==> src/rtl/shift_deserializer_pkg.sv <==
// Shared types for the serial deserializer and the barrel shifter.
package shift_pkg;

  typedef enum logic [1:0] {IDLE, SHIFT, HOLD} state_t;

  // dir encoding shared with the barrel shifter
  localparam logic DIR_LEFT  = 1'b1;
  localparam logic DIR_RIGHT = 1'b0;

endpackage

==> src/rtl/shift_deserializer_out_skid_reg.sv <==
// One-entry valid/ready holding register for the assembled word and its parity flag.
module out_skid_reg #(
  parameter int WIDTH = 8
) (
  input  logic             clk,
  input  logic             rst,
  input  logic             i_load,
  input  logic [WIDTH-1:0] i_data,
  input  logic             i_perr,
  input  logic             i_ready,
  output logic             o_valid,
  output logic [WIDTH-1:0] o_data,
  output logic             o_perr,
  output logic             o_free
);

  logic             r_valid;
  logic [WIDTH-1:0] r_data;
  logic             r_perr;

  // Slot is free when empty or being drained this cycle
  assign o_free  = !r_valid || i_ready;
  assign o_valid = r_valid;
  assign o_data  = r_data;
  assign o_perr  = r_perr;

  // A load wins over a drain so a simultaneous complete+drain keeps valid high
  always_ff @(posedge clk or posedge rst) begin
    if (rst) begin
      r_valid <= 1'b0;
      r_data  <= '0;
      r_perr  <= 1'b0;
    end else if (i_load) begin
      r_valid <= 1'b1;
      r_data  <= i_data;
      r_perr  <= i_perr;
    end else if (r_valid && i_ready) begin
      r_valid <= 1'b0;
    end
  end

endmodule

==> src/rtl/shift_deserializer.sv <==
// Serial-to-parallel deserializer, MSB-first or LSB-first, with a one-entry
// valid/ready output buffer. Optional even-parity trailer bit: PARITY_CHECK_EN.
module shift_deserializer
  import shift_pkg::*;
#(
  parameter int WIDTH = 8,
  parameter int CNT_W = $clog2(WIDTH+1)
) (
  input  logic             clk,
  input  logic             rst,
  input  logic             bit_in,
  input  logic             bit_valid,
  output logic             bit_ready,
  input  logic             dir,
  output logic [WIDTH-1:0] data_out,
  output logic             out_valid,
  input  logic             out_ready,
  output logic             parity_err
);

  // r_cnt value while the final beat of a word is being accepted
`ifdef PARITY_CHECK_EN
  localparam int LAST = WIDTH;
`else
  localparam int LAST = WIDTH - 1;
`endif

  state_t           r_state;
  logic [WIDTH-1:0] r_shift;
  logic [CNT_W-1:0] r_cnt;
  logic             r_dir_q;
  logic             r_perr_h;

  logic             w_acc;
  logic             w_dir_eff;
  logic [WIDTH-1:0] w_shift_nxt;
  logic             w_data_beat;
  logic             w_done;
  logic             w_free;
  logic             w_load;
  logic [WIDTH-1:0] w_word;
  logic             w_perr;
  logic [WIDTH-1:0] w_ld_data;
  logic             w_ld_perr;

  assign bit_ready = (r_state != HOLD);
  assign w_acc     = bit_valid && bit_ready;

  // dir is only honoured on the first bit of a word
  assign w_dir_eff   = (r_state == IDLE) ? dir : r_dir_q;
  assign w_shift_nxt = (w_dir_eff == DIR_LEFT) ? {r_shift[WIDTH-2:0], bit_in}
                                               : {bit_in, r_shift[WIDTH-1:1]};

  assign w_done = w_acc && (r_state == SHIFT) && (r_cnt == CNT_W'(LAST));

`ifdef PARITY_CHECK_EN
  // Trailer beat is counted but not shifted; the word is already in r_shift
  assign w_data_beat = (r_cnt != CNT_W'(WIDTH));
  assign w_word      = r_shift;
  assign w_perr      = (^r_shift) ^ bit_in;
`else
  assign w_data_beat = 1'b1;
  assign w_word      = w_shift_nxt;
  assign w_perr      = 1'b0;
`endif

  // From HOLD the completed word already sits in r_shift
  assign w_load    = w_free && (w_done || (r_state == HOLD));
  assign w_ld_data = (r_state == HOLD) ? r_shift  : w_word;
  assign w_ld_perr = (r_state == HOLD) ? r_perr_h : w_perr;

  // Word assembly FSM: IDLE -> SHIFT -> (IDLE | HOLD -> IDLE)
  always_ff @(posedge clk or posedge rst) begin
    if (rst) begin
      r_state  <= IDLE;
      r_shift  <= '0;
      r_cnt    <= '0;
      r_dir_q  <= DIR_RIGHT;
      r_perr_h <= 1'b0;
    end else begin
      case (r_state)
        IDLE: if (w_acc) begin
          r_dir_q <= dir;
          r_shift <= w_shift_nxt;
          r_cnt   <= CNT_W'(1);
          r_state <= SHIFT;
        end
        SHIFT: if (w_acc) begin
          if (w_data_beat) r_shift <= w_shift_nxt;
          if (w_done) begin
            r_perr_h <= w_perr;
            if (w_free) begin
              r_cnt   <= '0;
              r_state <= IDLE;
            end else begin
              r_state <= HOLD;
            end
          end else begin
            r_cnt <= r_cnt + CNT_W'(1);
          end
        end
        HOLD: if (w_free) begin
          r_cnt   <= '0;
          r_state <= IDLE;
        end
        default: r_state <= IDLE;
      endcase
    end
  end

  out_skid_reg #(.WIDTH(WIDTH)) u_out (
    .clk     (clk),
    .rst     (rst),
    .i_load  (w_load),
    .i_data  (w_ld_data),
    .i_perr  (w_ld_perr),
    .i_ready (out_ready),
    .o_valid (out_valid),
    .o_data  (data_out),
    .o_perr  (parity_err),
    .o_free  (w_free)
  );

endmodule

==> config.mk <==
export PLATFORM = sky130hd
export DESIGN_NAME = shift_deserializer
export DESIGN_NICKNAME = d
export VERILOG_FILES = /design/src/rtl/shift_deserializer_pkg.sv /design/src/rtl/shift_deserializer_out_skid_reg.sv /design/src/rtl/shift_deserializer.sv
export SDC_FILE = /design/constraint.sdc
export NUM_CORES = 1
export LEC_CHECK = 0
export CAP_MARGIN = 20
export CORE_ASPECT_RATIO = 1.25
export CORE_MARGIN = 8
export CORE_UTILIZATION = 45
export DETAILED_ROUTE_END_ITERATION = 10
export DONT_BUFFER_PORTS = 1
export SLEW_MARGIN = 20
export SYNTH_ARGS = -nofsm -noshare
export SYNTH_HDL_FRONTEND = slang
export SYNTH_HIERARCHICAL = 1
export SYNTH_SLANG_ARGS = --single-unit
==> constraint.sdc <==
create_clock -name clk -period 3 [get_ports clk]
set_clock_uncertainty 0.1 [all_clocks]
set_input_delay 0.45 -clock clk [delete_from_list [all_inputs] [get_ports clk]]
set_output_delay 0.45 -clock clk [all_outputs]
set_load 0.05 [all_outputs]
==> results.py <==
metrics = {
    "status": {
        "run_status": "completed",
    },
    "global_route": {
        "global_route.usage.met2_pct": 19.85,
        "via_count_of_the_first_global_routing_pass": 986,
        "overflow": 0,
        "top_usage_layer": "met2",
        "grt.total_usage_pct": 11.11,
        "gr-usage-met1_pct": 12.00,
        "grtUsageMet3_pct": 2.841,
        "grt_pass1_wl_microns": 4636,
        "grt_max_degree": 16,
        "antenna_violations_before_repair": 0,
    },
    "synth": {
        "syn-cell-area_sq_um": 1413,
        "postSynth.asyncResetShare_pct": 100.0,
        "synth_cell_types": 30,
        "synth_area_leaders": "sky130_fd_sc_hd__dfrtp_1 44%, sky130_fd_sc_hd__mux2_2 12%, sky130_fd_sc_hd__mux2_4 9.6%",
        "netlist_top_cells_count": "25 x sky130_fd_sc_hd__dfrtp_1, 15 x sky130_fd_sc_hd__mux2_2, 13 x sky130_fd_sc_hd__nor2_1",
        "area_fraction_of_the_dominant_cell_type_after_synthesis_pct": 44.29,
        "yosys_top_cell_by_area": "sky130_fd_sc_hd__dfrtp_1",
        "post-synth-top-count-cell": "sky130_fd_sc_hd__dfrtp_1",
        "postSynthRegisterBits": 25,
        "synth-edff-count": 0,
        "synth-seq-area-share_pct": 44.29,
        "dominantRegCellSynth": "sky130_fd_sc_hd__dfrtp_1",
        "synthesis.instances": 127,
        "ys.warnings.count": 6,
        "synth_nets": 137,
        "avgSynthCellArea_sq_um": 11.12,
    },
    "sta": {
        "hold_violations_final": 0,
        "timing.slew.headroom_pct": 46.77,
        "layout_min_cycle_time_ps": 2525,
        "fin_crit_sh_pct": 84.16,
        "setup_violations": 0,
        "number_of_slew_limit_violations_in_the_final_report": 0,
        "fmax_mhz": 396.1,
        "least_margin_pin_slew_ps": 797.6,
        "post_route_setup_tns_ps": 0,
        "grt_setup_unrepaired": "false",
    },
    "floorplan": {
        "placement_rows": 22,
        "core-area_sq_um": 2973,
        "die-width_microns": 66.11,
        "die-height_microns": 78.64,
        "top_ports": 17,
        "fp.dieArea_sq_um": 5199,
        "floorplan.initialDensity_pct": 47.52,
    },
    "clock_network": {
        "skew_pair_late_insertion_delay_ps": 320,
        "total_cts_buffers": 3,
        "cts_resized": 0,
        "post-cts-setup-buffer-count": 0,
        "cts_tree": "yes",
        "cts_max_path_buffers": 2,
        "cts_sinks": 25,
        "cts.clk_slew.worst_paths_ps": 140,
        "cts.hold.buffers_added": 1,
        "cts_root_buf": "sky130_fd_sc_hd__clkbuf_4",
        "cts_htree_levels": 1,
    },
    "placement": {
        "detailedPlacementHpwl_microns": 2050,
        "gp_congestion": 0.7604,
        "place_inst": 161,
        "dpl_cell_area_sq_um": 1446,
        "placement.io_buffers": 0,
    },
    "detailed_routing": {
        "number_of_search_and_repair_iterations_in_the_first_detailed_routing_pass": 4,
        "avgViaCountPerCell": 5.548,
        "detailroute.via_count": 921,
        "final_antenna_net_count": 0,
        "first_iter_violations": 63,
        "drc": 0,
        "route.detailed.wl_per_inst_microns": 16.17,
        "wl_microns": 2685,
    },
    "layout": {
        "instances_no_fill": 166,
        "drive_above_1_share_pct": 24.62,
        "area_growth_syn_to_layout_pct": 5.226,
        "finish.instance_area_sq_um": 1486,
        "num_antenna_cells": 0,
        "fin_nets": 141,
    },
    "critical_path": {
        "critical_path_arrival_ps": 2650,
        "timing.critical_path.slowest_stage_cell": "sky130_fd_sc_hd__mux2i_2",
        "timing.setup.critical_path_class": "register to register",
        "cp-end-kind": "register",
        "required_arrival_time_at_the_worst_endpoint_ps": 3120,
        "critical_path_peak_fanout": 8,
        "path_cells": "inv_1 > ha_1 > mux2i_2 > mux2_2 > mux2_2 > mux2_4",
        "crit_path_max_incr_delay_ps": 590,
        "start_kind": "register",
        "timing.critical_path.mode_cell": "sky130_fd_sc_hd__mux2_2",
    },
    "power": {
        "leakage_nw": 0.6588,
        "switching_share_pct": 41.33,
        "power.share.clock_pct": 11.2,
        "cellInternalPower_w": 0.0008026,
        "switching_power_w": 0.0005655,
        "pwr-share-comb_pct": 38.5,
        "vdd_drop_max_v": 0.0004124,
        "power.density_cell_area_nw_per_um2": 920.4,
        "power.sequential.fraction_pct": 50.3,
    },
    "worst_hold_path": {
        "worst_hold_path_type": "primary input to register",
    },
    "run": {
        "cap_viol_max_count": 0,
    },
}
[cells by family (layout without fill, tap and decap cells)]
group | count (synthesis) | count (layout) | share of synthesized area, %
DFF | 25 | 25 | 44.29
other | 1 | 1 | 0.2655
buffers and inverters | 8 | 11 | 2.658
adders and majority gates | 4 | 4 | 3.543
and+or+nand+nor | 37 | 37 | 13.37
AOI/OAI and AO/OA | 23 | 23 | 10.54
muxes | 29 | 29 | 25.33
[metal layers]
layer / wire length [microns] / up-vias / part of all wire (%)
met2: 1433 / 13 / 53
met3: 131 / 2 / 4.9
met4: 22 / 0 / 0.82
met5: 0 / - / 0
met1: 1099 / 451 / 41
li1: - / 455 / -
[path summary, 6_finish.rpt]
path	from	slack, ps	depth (start not counted)	to
worst max register to register	r_state[0]$_DFFE_PP0P_	480	6	u_out/o_data[2]$_DFFE_PP0P_
worst min register to register	r_dir_q$_DFFE_PP0P_	460	1	r_dir_q$_DFFE_PP0P_
worst max-delay path	r_state[0]$_DFFE_PP0P_	480	6	u_out/o_data[2]$_DFFE_PP0P_
min in group asynchronous	rst	450	2	u_out/o_valid$_DFFE_PP0P_
worst min-delay path	dir	180	1	r_dir_q$_DFFE_PP0P_
max in group asynchronous	rst	1840	2	r_shift[7]$_DFFE_PP0P_
[sequential cells by signal, summed over array words and instances, names as in the netlist]
| register | cells |
|---|---|
| r_cnt | 4 |
| r_dir_q | 1 |
| r_shift | 8 |
| r_state | 2 |
| u_out/o_data | 8 |
| u_out/o_perr | 1 |
| u_out/o_valid | 1 |
[critical path: cells and delay by family, from the launching register on]
kind / cells / cell delay, ps
multiplexers: 4 / 1550
flip-flops: 1 / 430
adder cells (fa/ha/maj): 1 / 260
buffers and inverters: 1 / 100
[cell type report]
class	instances	area, sq um
clock buffer	3	22.52
clock inverter	1	7.507
fill	256	1486
inverter	5	18.77
multi-input combinational	94	749.5
sequential	25	625.6
tap	36	45.04
timing repair buffer	2	17.52
[cells in the final DEF, fill, tap and decap left out, drive strengths merged, types with 2 or more instances in the layout]
cell type	netlist	routed
o21a	3	3
a31oi	3	3
ha	4	4
dfrtp	25	25
inv	5	5
nor2b	5	5
mux2	24	24
clkbuf	2	3
nor3b	4	4
a21oi	9	9
o21ai	2	2
nand2b	4	4
nor2	13	13
mux2i	5	5
nand2	6	6
[per-stage QoR]
step | util (%) | setup WS (ps) | total power [W] | hold WS [ps]
floorplan | - | 704.1 | 0.001112 | 190.2
finish | 50.00 | 475.2 | 0.001368 | 179.9
global placement | 48.65 | 564.4 | 0.001206 | 222.2
CTS | 50.00 | 458.3 | 0.001384 | 163.6
global route | 50.00 | 353.6 | 0.001469 | 159.8
detailed placement | 48.65 | 488.6 | 0.001223 | 232.6
[power groups by stage]
stage	logic (W)	clock network (W)	registers (W)
floorplan	0.000448	0	0.000663
global placement	0.000513	0	0.000693
detailed placement	0.000527	0	0.000696
CTS	0.000531	0.000164	0.000689
global route	0.000583	0.000178	0.000709
finish	0.000526	0.000154	0.000688
Power figures use the tool's default switching activity.
